## src/rtl/div_pkg.sv

```systemverilog
// rtl/div_pkg.sv - shared constants and state type for the DIVU divider
package div_pkg;

    localparam int DIV_WIDTH = 32;
    localparam int CNT_W     = $clog2(DIV_WIDTH) + 1;

    typedef enum logic {
        DIV_IDLE = 1'b0,
        DIV_RUN  = 1'b1
    } div_state_t;

endpackage

```

## src/rtl/division.sv

```systemverilog
// rtl/division.sv - multi-cycle radix-2 restoring unsigned divider
module division
    import div_pkg::*;
#(
    parameter int WIDTH = DIV_WIDTH
) (
    input  logic             clk,
    input  logic             reset,
    input  logic             start,
    input  logic [WIDTH-1:0] a,
    input  logic [WIDTH-1:0] b,
    output logic [WIDTH-1:0] q,
    output logic [WIDTH-1:0] r,
    output logic             busy,
    output logic             done
);

    localparam int CW = $clog2(WIDTH) + 1;
    localparam logic [CW-1:0] LAST_ITER = CW'(WIDTH - 1);

    div_state_t        r_state;
    div_state_t        w_next_state;
    logic [CW-1:0]     r_count;
    logic [WIDTH-1:0]  r_rem;
    logic [WIDTH-1:0]  r_quo;
    logic [WIDTH-1:0]  r_b;
    logic [WIDTH-1:0]  r_q;
    logic [WIDTH-1:0]  r_r;
    logic              r_done;
    logic [2*WIDTH-1:0] w_step;
    logic              w_last;

    // One restoring step: shift {rem, quo} left, keep the difference when
    // the (WIDTH+1)-bit trial subtraction does not borrow. Returns {rem, quo}.
    // A zero divisor never borrows, which naturally yields q=all ones, r=a.
    function automatic logic [2*WIDTH-1:0] div_step(
        input logic [WIDTH-1:0] rem,
        input logic [WIDTH-1:0] quo,
        input logic [WIDTH-1:0] dvs
    );
        logic [WIDTH:0]   sh;
        logic [WIDTH-1:0] diff;
        sh   = {rem, quo[WIDTH-1]};
        diff = WIDTH'(sh - {1'b0, dvs});
        if (sh >= {1'b0, dvs}) begin
            return {diff, quo[WIDTH-2:0], 1'b1};
        end
        return {sh[WIDTH-1:0], quo[WIDTH-2:0], 1'b0};
    endfunction

    assign w_step = div_step(r_rem, r_quo, r_b);
    assign w_last = (r_count == LAST_ITER);

    // State register.
    always_ff @(posedge clk) begin
        if (reset) begin
            r_state <= DIV_IDLE;
        end else begin
            r_state <= w_next_state;
        end
    end

    // Next-state and status decode; start during RUN is deliberately ignored.
    always_comb begin
        w_next_state = r_state;
        busy         = 1'b0;
        case (r_state)
            DIV_IDLE: begin
                if (start) begin
                    w_next_state = DIV_RUN;
                end
            end
            DIV_RUN: begin
                busy = 1'b1;
                if (w_last) begin
                    w_next_state = DIV_IDLE;
                end
            end
            default: w_next_state = DIV_IDLE;
        endcase
    end

    // Datapath: latch operands on accept, iterate in RUN, publish on the last step.
    always_ff @(posedge clk) begin
        if (reset) begin
            r_count <= '0;
            r_rem   <= '0;
            r_quo   <= '0;
            r_b     <= '0;
            r_q     <= '0;
            r_r     <= '0;
            r_done  <= 1'b0;
        end else begin
            r_done <= 1'b0;
            case (r_state)
                DIV_IDLE: begin
                    if (start) begin
                        r_b     <= b;
                        r_rem   <= '0;
                        r_quo   <= a;
                        r_count <= '0;
                    end
                end
                DIV_RUN: begin
                    r_rem   <= w_step[2*WIDTH-1:WIDTH];
                    r_quo   <= w_step[WIDTH-1:0];
                    r_count <= r_count + 1'b1;
                    if (w_last) begin
                        r_q    <= w_step[WIDTH-1:0];
                        r_r    <= w_step[2*WIDTH-1:WIDTH];
                        r_done <= 1'b1;
                    end
                end
                default: ;
            endcase
        end
    end

    assign q    = r_q;
    assign r    = r_r;
    assign done = r_done;

endmodule

```

## config.mk

```make
export PLATFORM = sky130hd
export DESIGN_NAME = division
export DESIGN_NICKNAME = d
export VERILOG_FILES = /design/src/rtl/div_pkg.sv /design/src/rtl/division.sv
export SDC_FILE = /design/constraint.sdc
export NUM_CORES = 1
export LEC_CHECK = 0
export ABC_CLOCK_PERIOD_IN_PS = 4900
export BUFFER_PORTS_ARGS = -buffer_cell sky130_fd_sc_hd__buf_2
export CORE_MARGIN = 2
export CORE_UTILIZATION = 35
export DETAILED_ROUTE_END_ITERATION = 8
export MAX_ROUTING_LAYER = met4
export SYNTH_ARGS = -nofsm -noshare
export SYNTH_HDL_FRONTEND = slang
export SYNTH_SLANG_ARGS = --single-unit
```

## constraint.sdc

```tcl
create_clock -name clk -period 4.9 [get_ports clk]
set_input_delay 0.49 -clock clk [delete_from_list [all_inputs] [get_ports clk]]
set_output_delay 0.49 -clock clk [all_outputs]
set_load 0.005 [all_outputs]
```

After elaboration in Yosys (flattened, before gate mapping)
Index checks and enable logic that the tools add are counted.
{"block": "word_totals", "regBits": 168, "latchBits": 0, "ramBits": 0, "rom_bits": 0, "in_bits": 67, "out_inout_bits": 66, "elab_cells": 31, "memories": 0}
{"block": "op_classes", "addsub": 2, "multipliers": 0, "n_div": 0, "order_cmp": 1, "n_eq_ne": 2, "shifts": 0, "muxes": 14, "n_bitwise": 1, "reduce_logical": 3}
{"op": "64-bit 2-to-1 mux", "n": 2}
{"op": "32-bit one-hot mux with 2 select lines", "n": 2}
{"op": "32-bit 2-to-1 mux", "n": 2}
{"op": "33-bit by 32-bit greater-or-equal comparator with 1-bit output", "n": 1}
{"op": "32-bit subtractor", "n": 1}
{"op": "6-bit one-hot mux with 2 select lines", "n": 1}
{"op": "6-bit by 1-bit adder with 6-bit output, second input constant", "n": 1}
{"op": "6-bit by 5-bit == test with 1-bit output, second input constant", "n": 1}
{"op": "6-bit 2-to-1 mux", "n": 1}
{"op": "1-bit 2-to-1 mux", "n": 5}
{"op": "2-bit AND reduction", "n": 2}
{"op": "2-bit != test, second input constant", "n": 1}
{"op": "1-bit one-hot mux with 2 select lines", "n": 1}
{"op": "2-bit OR reduction", "n": 1}
{"op": "1-bit NOT", "n": 1}

Longest topological paths before layout
{"block": "depth", "depth_word": 4, "depth_mapped": 14, "mapped_depth_nobuf": 13}

Least setup slack after synthesis
No wires, ideal clock.
{"block": "synth_path", "kind": "register to register", "from": "register r_quo[31]", "to": "register r_r[30], in the netlist r[30]", "setup_ps": 132, "t_arrival_ps": 2491, "t_required_ps": 4768, "slack_ps": 2277, "path_stages_with_launch": 14, "n_path_buf": 0, "synth_period_minus_slack_ps": 2623, "path_cell_list": "dfxtp_1 > inv_1 > ha_1 > inv_1 > fa_1 > a21oi_1 > o211ai_1 > a21oi_1 > o31ai_1 > a21oi_1 > mux2i_1 > o211ai_1 > mux2i_1 > a21oi_1"}
{"block": "synth_via", "elab_chain_cells": 3, "elab_cells_between_ends": 5, "classes_between": "add/sub (1); order compare (1); mux (3)"}
{"item": "from (decl)", "line": "division.sv:25", "rtl": "logic [WIDTH-1:0] r_quo;"}
{"item": "from (signal assigned)", "line": "division.sv:106", "rtl": "r_quo <= w_step[WIDTH-1:0];"}
{"item": "32-bit subtractor or 33-bit by 32-bit greater-or-equal comparator with 1-bit output (tied branches)", "line": "division.sv:44, division.sv:45"}
{"item": "64-bit 2-to-1 mux or 1-bit 2-to-1 mux (tied branches)", "line": "division.sv:45", "rtl": "if (sh >= {1'b0, dvs}) begin"}
{"item": "64-bit 2-to-1 mux (*)", "line": "division.sv:48", "rtl": "return {sh[WIDTH-1:0], quo[WIDTH-2:0], 1'b0};"}
{"item": "to (signal assigned)", "line": "division.sv:110", "rtl": "r_r <= w_step[2*WIDTH-1:WIDTH];"}
{"item": "to (decl)", "line": "division.sv:28", "rtl": "logic [WIDTH-1:0] r_r;"}
Every way passes the cells marked *; elsewhere a longest branch is shown, timed or not. The select of a mux whose other input is x is not followed.
A chain may end at the register's enable or synchronous reset.

Worst setup path in the final report
{"block": "layout_path", "from": "register r_b[16]", "to": "register r_rem[2]"}
{"block": "layout_via", "elab_chain_cells": 4}
{"item": "from (decl)", "line": "division.sv:26", "rtl": "logic [WIDTH-1:0] r_b;"}
{"item": "from (signal assigned)", "line": "division.sv:89", "rtl": "r_b <= '0;"}
{"item": "from (signal assigned)", "line": "division.sv:98", "rtl": "r_b <= b;"}
{"item": "33-bit by 32-bit greater-or-equal comparator with 1-bit output", "line": "division.sv:45"}
{"item": "1-bit 2-to-1 mux", "line": "division.sv:45"}
{"item": "64-bit 2-to-1 mux", "line": "division.sv:48"}
{"item": "32-bit one-hot mux with 2 select lines", "line": "division.sv:95", "rtl": "case (r_state)"}
{"item": "to (signal assigned)", "line": "division.sv:105", "rtl": "r_rem <= w_step[2*WIDTH-1:WIDTH];"}
{"item": "to (decl)", "line": "division.sv:24", "rtl": "logic [WIDTH-1:0] r_rem;"}
Every way passes these cells.

==> results.toml <==
[status]
status = "complete, no violations"

[worst_setup_path]
path_cells = "inv_1 -> ha_1 -> a21oi_1 -> o21ai_1 -> nor3_1 -> nand3_1 -> a21o_2 -> o22ai_4 -> buf_4 -> mux2_1 -> a22o_1"
rr_worst_depth = 11
crit_type = "flop to flop"
cp_num_cells = 11
worstSetupStartpoint = "r_b[16]$_SDFFE_PP0P_"
crit_path_end_kind = "flop"
critPathSlowestCell = "o22ai_4"
critPathBufInv = 2
cp_max_fo = 27
critPathTopFamily = "compound AO/OA/AOI/OAI gates"
cp.arrival_ns = 3.68
r2r_start = "r_b[16]$_SDFFE_PP0P_"
crit_path_end = "r_rem[2]$_SDFFE_PP0P_"
rrSetupSlack_ns = 1.56
critical_path.max_stage_delay_ns = 0.57
timing.rr.end = "r_rem[2]$_SDFFE_PP0P_"
worstSetupStartpointType = "flop"
worstPathRequired_ns = 5.23

[grt]
grt_usage = 0.184
grt_overflow = 0
grt_pass1_vias = 7229
antenna_found_initial = 3
grt_pass1_wl_um = 36000
grt_start_max_net_pins = 84

[synth]
synth_edf_count = 0
ys_ff_latch = 168
syn-cell-area_sq_um = 8230
yosys-top-cells-count = "nand2_1, a21oi_1, dfxtp_1"
yosysWarnings = 0
yosysMostFrequentCell = "nand2_1"
synth_top_area_frac = 0.409
synthFlopType = "dfxtp_1"
seq_area_frac_synth = 0.409
synthTopCellsByArea = "dfxtp_1, a21oi_1, nand2_1"
syn-num-nets = 1166
postSynthAreaPerCell_sq_um = 7.73
synth_top_cell_by_area = "dfxtp_1"
async_flop_share = 0
ys_types = 58
synthCells = 1065

[detailed_routing]
ant_nets = 0
via_per_inst = 4.90
wl_per_cell_um = 14.5
drtPass1Iterations = 4
drc = 0
drt_iter0_drc = 409
wl_um = 21600
num_vias = 7315

[clocking]
ctsResizeCount = 0
cts_sinks = 168
cts_buffer_depth = 2
clk_latency_ns = 0.44
hold_buffers = 0
cts_htree_levels = 4
cts_buffers = 17
cts_tree = "built"
clkTransAtPathRegs_ns = 0.07
cts_root_buffer = "clkbuf_16"
post_cts_buffers = 0

[sta]
drv_slew = 0
setup_viol = 0
fin_crit_sh = 0.683
max_freq_mhz = 299
tns_ns = 0
tightestPinTransition_ns = 1.12
maxSlewHeadroom = 0.249
skew_ns = 0.0132
hold_violations = 0
fin_crit_ns = 3.34
rsz0062_at_grt = "false"

[cells_and_area]
syn2layout_area_growth_pct = 18.3
drive_gt1_frac = 0.164
post-route-util = 0.419
nets = 1257

[floorplan]
core_area_sq_um = 23300
die-area_sq_um = 24800
placementRows = 56
die_w_um = 157
start_util = 0.354
die_y_um = 157
ios = 133

[hold_path]
min_from = "b[2]"
min_path_type = "input port to flop"

[placement]
gp_congestion = 0.903
dpl.hpwl_um = 14800
numPortBuffers = 132

[power_and_ir_drop]
fin_total_pwr_mw = 6.73
peakVddDrop_mv = 0.374
power_leakage_nw = 4.20
power_density_nw_per_um2 = 690

[flow_run]
cap_viol_max_count = 0
-- layer usage --
layer | vias to the layer above | share of wire | GRT usage
li1 | 3822 | - | -
met1 | 3334 | 0.48 | 0.230
met2 | 138 | 0.45 | 0.293
met3 | 21 | 0.058 | 0.0512
met4 | 0 | 0.014 | 0.0511
met5 | - | 0 | -
-- through the flow --
step                cell area (sq um)  instances  hold WS [ns]  worst slack, ns
floorplan                        8230       1065         0.436             2.28
global placement                 9110       1456         0.438             1.59
detailed placement               9110       1456         0.444             1.53
CTS                              9730       1488         0.277             1.53
global route                     9740       1491         0.290             1.24
finish                           9740       1492         0.288             1.56
-- state kept, by name, summed over array words and instances (netlist names) --
register  count
r_quo        32
r_state       1
r_b          32
q            32
r            32
r_count       6
r_rem        32
done          1
-- tightest hold or removal path, delay by kind of cell --
kind                   cells  cell delay [ns]
AOI/OAI and AO/OA          1             0.05
buffers and inverters      1             0.09
and+or+nand+nor            1             0.05
-- layout by cell type, fill, tap and decap left out, types with 9 or more instances in the layout --
cell,Yosys,final
inv_1,45,45
dfxtp_1,168,167
nand3_1,16,15
o21ai_0,53,53
nand2_1,185,185
o21ai_1,25,25
buf_4,3,10
nor2_1,106,105
xor2_1,14,14
a21oi_1,179,179
xnor2_1,9,9
clkbuf_16,0,17
mux2i_1,43,43
buf_2,2,131
a21o_1,14,14
ha_1,33,33
-- cell families after synthesis --
family,Yosys count,synth area share
compound gates,325,0.225
simple gates,356,0.181
mux,44,0.0537
flops,168,0.409
buf+inv,115,0.0550
xor+xnor,23,0.0245
fa+ha+maj,34,0.0526
-- worst min-delay path by stage --
stage,to,slack (ns),cells past startpoint
CTS,r_b[13]$_SDFFE_PP0P_,0.28,3
floorplan,r_b[10]$_SDFFE_PP0P_,0.44,2
detailed placement,q[21]$_SDFFE_PP0P_,0.44,2
global route,r_b[24]$_SDFFE_PP0P_,0.29,3
global placement,q[29]$_SDFFE_PP0P_,0.44,2
finish,r_b[2]$_SDFFE_PP0P_,0.29,3
-- power by group --
group          internal, mW  switching [mW]
registers              1.50           0.105
clock network         0.786           0.653
logic                  1.44            2.25
-- cell type report --
class,count,area [sq um]
diodes,4,10.0
clock buffers,17,425
clock inverters,15,200
fillers,2447,13500
inverters,46,173
multi-input cells,782,4440
flip-flops and latches,168,3360
well taps,319,399
repair buffers,141,731
Power figures use the tool's default switching activity.
